**src/rtl/compare_scoreboard.sv**
```systemverilog
// compare_scoreboard: counts samples and mismatches between a golden output
// (out_ref) and a design output (out_dut) over a run of num_samples samples.
//
// Handshake: there is no ready. While busy is high, every cycle with valid=1
// is consumed and checked on that rising edge. With valid=0 nothing happens.
// Outside RUN, valid is ignored. start is a one-cycle request. It is honoured
// only in IDLE or DONE. abort is honoured only in RUN.
//
// state_dbg mirrors the FSM state register (0=IDLE, 1=RUN, 2=DONE).
module compare_scoreboard #(
    parameter int WIDTH = 1,
    parameter int CNT_W = 16
) (
    input  logic             clk,
    input  logic             areset_n,
    input  logic             start,
    input  logic [CNT_W-1:0] num_samples,
    input  logic             abort,
    input  logic             valid,
    input  logic [WIDTH-1:0] out_ref,
    input  logic [WIDTH-1:0] out_dut,
    output logic             busy,
    output logic             done,
    output logic             pass,
    output logic [CNT_W-1:0] samples,
    output logic [CNT_W-1:0] errors,
    output logic [CNT_W-1:0] first_err_idx,
    output logic             first_err_vld,
    output logic [WIDTH-1:0] err_mask,
    output logic [1:0]       state_dbg
);

    typedef enum logic [1:0] {
        IDLE = 2'd0,
        RUN  = 2'd1,
        DONE = 2'd2
    } state_t;

    state_t           state, state_nx;
    logic [CNT_W-1:0] target, target_nx;
    logic [CNT_W-1:0] samples_nx, errors_nx, first_err_idx_nx;
    logic             first_err_vld_nx;
    logic [WIDTH-1:0] err_mask_nx;

    logic [WIDTH-1:0] diff;
    logic             mismatch;
    logic [CNT_W-1:0] samples_inc;

    assign diff        = out_ref ^ out_dut;
    assign mismatch    = |diff;
    assign samples_inc = samples + CNT_W'(1);
    assign state_dbg   = state;

    // State register; reset discards any run in progress.
    always_ff @(posedge clk or negedge areset_n) begin
        if (!areset_n) begin
            state <= IDLE;
        end else begin
            state <= state_nx;
        end
    end

    // Next state and next values of all counters and result fields.
    always_comb begin
        state_nx         = state;
        target_nx        = target;
        samples_nx       = samples;
        errors_nx        = errors;
        first_err_idx_nx = first_err_idx;
        first_err_vld_nx = first_err_vld;
        err_mask_nx      = err_mask;
        case (state)
            RUN: begin
                if (valid) begin
                    samples_nx = samples_inc;
                    if (mismatch) begin
                        errors_nx   = errors + CNT_W'(1);
                        err_mask_nx = err_mask | diff;
                        // The index is the pre-increment count, i.e. 0-based.
                        if (!first_err_vld) begin
                            first_err_idx_nx = samples;
                            first_err_vld_nx = 1'b1;
                        end
                    end
                end
                // The closing sample (or an aborting one) is still counted above.
                if ((valid && (samples_inc == target)) || abort) begin
                    state_nx = DONE;
                end
            end
            // IDLE, DONE and the unused encoding all wait for start.
            default: begin
                if (start) begin
                    samples_nx       = '0;
                    errors_nx        = '0;
                    first_err_idx_nx = '0;
                    first_err_vld_nx = 1'b0;
                    err_mask_nx      = '0;
                    target_nx        = num_samples;
                    state_nx         = (num_samples == '0) ? DONE : RUN;
                end
            end
        endcase
    end

    // Result and status registers. Status flags come from the next state, so
    // they line up with the state register.
    always_ff @(posedge clk or negedge areset_n) begin
        if (!areset_n) begin
            target        <= '0;
            samples       <= '0;
            errors        <= '0;
            first_err_idx <= '0;
            first_err_vld <= 1'b0;
            err_mask      <= '0;
            busy          <= 1'b0;
            done          <= 1'b0;
            pass          <= 1'b0;
        end else begin
            target        <= target_nx;
            samples       <= samples_nx;
            errors        <= errors_nx;
            first_err_idx <= first_err_idx_nx;
            first_err_vld <= first_err_vld_nx;
            err_mask      <= err_mask_nx;
            busy          <= (state_nx == RUN);
            done          <= (state_nx == DONE);
            pass          <= (state_nx == DONE) && (errors_nx == '0);
        end
    end

endmodule

```
**config.mk**
```make
export PLATFORM = sky130hd
export DESIGN_NAME = compare_scoreboard
export DESIGN_NICKNAME = d
export VERILOG_FILES = /design/src/rtl/compare_scoreboard.sv
export SDC_FILE = /design/constraint.sdc
export NUM_CORES = 1
export LEC_CHECK = 0
export CORE_ASPECT_RATIO = 1.4
export CORE_UTILIZATION = 30
export CTS_CLUSTER_DIAMETER = 40
export CTS_CLUSTER_SIZE = 30
export DETAILED_ROUTE_END_ITERATION = 16
export MAX_ROUTING_LAYER = met4
export PLACE_DENSITY = 0.56
export SYNTH_ARGS = -nofsm -noshare
export SYNTH_HDL_FRONTEND = slang
export SYNTH_SLANG_ARGS = --single-unit
```
**constraint.sdc**
```tcl
create_clock -name clk -period 5.5 [get_ports clk]
set_clock_uncertainty 0.2 [all_clocks]
set_input_delay 1.1 -clock clk [delete_from_list [all_inputs] [get_ports clk]]
set_output_delay 1.1 -clock clk [all_outputs]
set_load 0.02 [all_outputs]
```
==> out/summary.txt <==
status: complete, no violations
Tmin final: 3.79 ns
mux cell area share after synthesis: 0.0188
PortBufs: 77
Final Util: 0.410
H-tree Lvls: 3
Area Growth Syn to Fin: 31.8%
Post-synth EDFFs: 0
via/cell ratio: 5.08
crit path max-delay cell type: nor4_2
first-pass GRT wire length: 16.6 mm
LEAKAGE: 2.08 nW
vias in the first global route: 3,130
nets: 517
required time worst endpoint: 5.55 ns
via count: 3,269
Antenna Nets Post-Route: 0
hpwl dp: 7.50 mm
drt initial violations: 175
RSZ-0062 raised after global routing: false
largest family of logic cells by synthesized area: simple AND/OR/NAND/NOR gates
Post-synth top flop: dfrtp_1
share of layout cells above drive strength 1: 0.0664
adder-cell share of the synthesized area: 0.00670
Mapped Cells: 421
Initial Utilization: 0.311
RePlAce Congestion: 0.891
worst skew pair latency: 0.33 ns
Clock Pin Slew Worst Setup and Hold Paths: 0.06 ns
chip height: 134 µm
core footprint: 12,000 µm²
max_cap viols: 0
Worst Hold Class: register to register
Post-Syn Nets: 446
final setup fails: 0
overall power: 2.02 mW
FP Rows: 47
Synth Area in Compound Gates: 0.130
WL/cell: 15.9 µm
Worst-Margin Slew: 1.02 ns
Post-Synth Simple-Gate Area: 0.276
CTS Hold Bufs: 0
filler cell count in the final layout: 1,222
CP Class: primary input to register
FF-to-FF setup slack: 2.26 ns
DR DRC count: 0
pwr/cell area: 411 nW/µm²
I/O Pins: 78
drt total wl: 10.3 mm
Pins Over Slew Limit: 0
number of antenna violations at the first check in global routing: 0
die area: 12,900 µm²
Max stage delay on crit path: 0.59 ns
Avg Inst Size Synth: 8.87 µm²
postcts setup bufs: 0
YS warnings: 0
Seq cells post-synth: 71
CP Capture Type: register
Post-Synth XOR/XNOR Area: 0.0586
Slew HR: 0.317
Root Buffer: clkbuf_16
Die Wd: 96.3 µm
largest net degree at the start of global routing: 41
fmax: 0.264 GHz
Setup TNS: 0 ns
Cell variety after synth: 53
CP max FO: 14
most used cell, CP: nand3_1
Crit path arrival time: 3.83 ns
register area share after synthesis: 0.476
startpoint types: primary input
crit path cell chain: clkdlybuf4s50_1, nand3b_1, nor4_2, nand3_1, nand3_1, o21ai_0, or4_1, nor4b_4
worst vdd ir: 169 µV
largest cells by area after synthesis: dfrtp_1 (48%), nand2_1 (11%), o21ai_0 (5.5%)
Fin. Hold Viols: 0
global route overflow: 0
TritonCTS clock tree: done
Post-CTS Resized: 0
clock tree buffer depth: 2
Sink Count: 71
first drt pass iteration count: 4
n_diodes: 0
GRT Util Overall: 0.176
Async SR Flop Fraction: 1.00
Yosys top cell by area: dfrtp_1
total CTS buffers: 9
share of the synthesized area in the top cell type: 0.476
Synth Cell Area: 3730 µm²
final worst-path cycle share: 0.689
## worst paths after layout
check,startpoint,end,depth (start not counted)
setup / recovery,valid,pass,8
hold / removal,first_err_idx[4],first_err_idx[4],2
setup reg to reg,samples[3],pass,7
hold reg to reg,first_err_idx[4],first_err_idx[4],2
max in group asynchronous,areset_n,state_dbg[1],2
min in group asynchronous,areset_n,first_err_idx[0],1
## registers in the layout, indices dropped and copies added, names as in the netlist, 2 cells and up
register       count
errors            16
first_err_idx     16
samples           16
state_dbg          2
target            16
## metrics by stage
step                      area, µm²  hold slack, ns  setup slack (ns)  std cells
after floorplan                3730           0.265              2.56        421
after global placement         4600           0.261              1.43        628
after detailed placement       4600           0.271              1.40        628
after CTS                      4920           0.284              1.77        644
after global routing           4920           0.306              1.55        644
final                          4920           0.281              1.71        644
## power breakdown
part / switching [mW] / total [mW] / internal (mW)
clock: 0.230 / 0.628 / 0.397
combinational: 0.391 / 0.658 / 0.267
sequential: 0.110 / 0.735 / 0.625
## logic make-up after synthesis
group,Yosys count
AO/OA/AOI/OAI,80
XOR/XNOR,25
adder cells (fa/ha/maj),2
buffers and inverters,25
flip-flops,71
multiplexers,7
AND/OR/NAND/NOR,211
## critical path: cells and delay by family
kind	cells	cell delay, ns
buffers and inverters	1	0.54
AOI/OAI and AO/OA	1	0.12
and+or+nand+nor	6	2.07
## layout by cell type, fill, tap and decap left out, types with 3 or more instances in the layout
cell	synthesis	final
nor3_1	4	4
nor2_1	26	25
nand2_1	114	114
o211ai_1	5	5
xor2_1	10	10
clkbuf_16	0	9
dfrtp_1	71	71
clkdlybuf4s50_1	0	76
clkinvlp_4	0	3
mux2i_1	7	7
xnor2_1	15	15
nand3_1	20	20
inv_1	5	5
nand4_1	10	10
o22ai_1	3	3
buf_4	1	3
and3_1	4	4
nor4_1	5	5
nand2b_1	3	3
o21ai_0	41	41
a22o_1	3	3
and4_1	3	3
a21oi_1	12	12
o31ai_1	5	5
## cell usage after synthesis, types with 3 or more instances
master / n
nand2b_1: 3
nand2_1: 114
nand4_1: 10
and4_1: 3
buf_6: 4
xnor2_1: 15
and3_1: 4
mux2i_1: 7
clkbuf_1: 13
nand3_1: 20
dfrtp_1: 71
o22ai_1: 3
o31ai_1: 5
xor2_1: 10
inv_1: 5
nor3_1: 4
a21oi_1: 12
o211ai_1: 5
nor2_1: 26
a22o_1: 3
o21ai_0: 41
nor4_1: 5
## metal layers
metal  vias to the layer above  GRT usage  wire [µm]
met5                         -          -          0
met2                        94      0.269       4990
met1                      1551      0.231       4630
li1                       1613          -          -
met4                         0     0.0809        196
met3                        11     0.0210        441
## layout make-up
class | instances | area [µm²] | share of cell area
multi-input cells | 325 | 1830 | 0.372
flip-flops and latches | 71 | 1780 | 0.361
repair buffers | 80 | 788 | 0.160
clock buffers | 9 | 225 | 0.0458
well taps | 147 | 184 | 0.0374
clock inverters | 7 | 96.3 | 0.0196
inverters | 5 | 18.8 | 0.00381
Power figures use the tool's default switching activity.
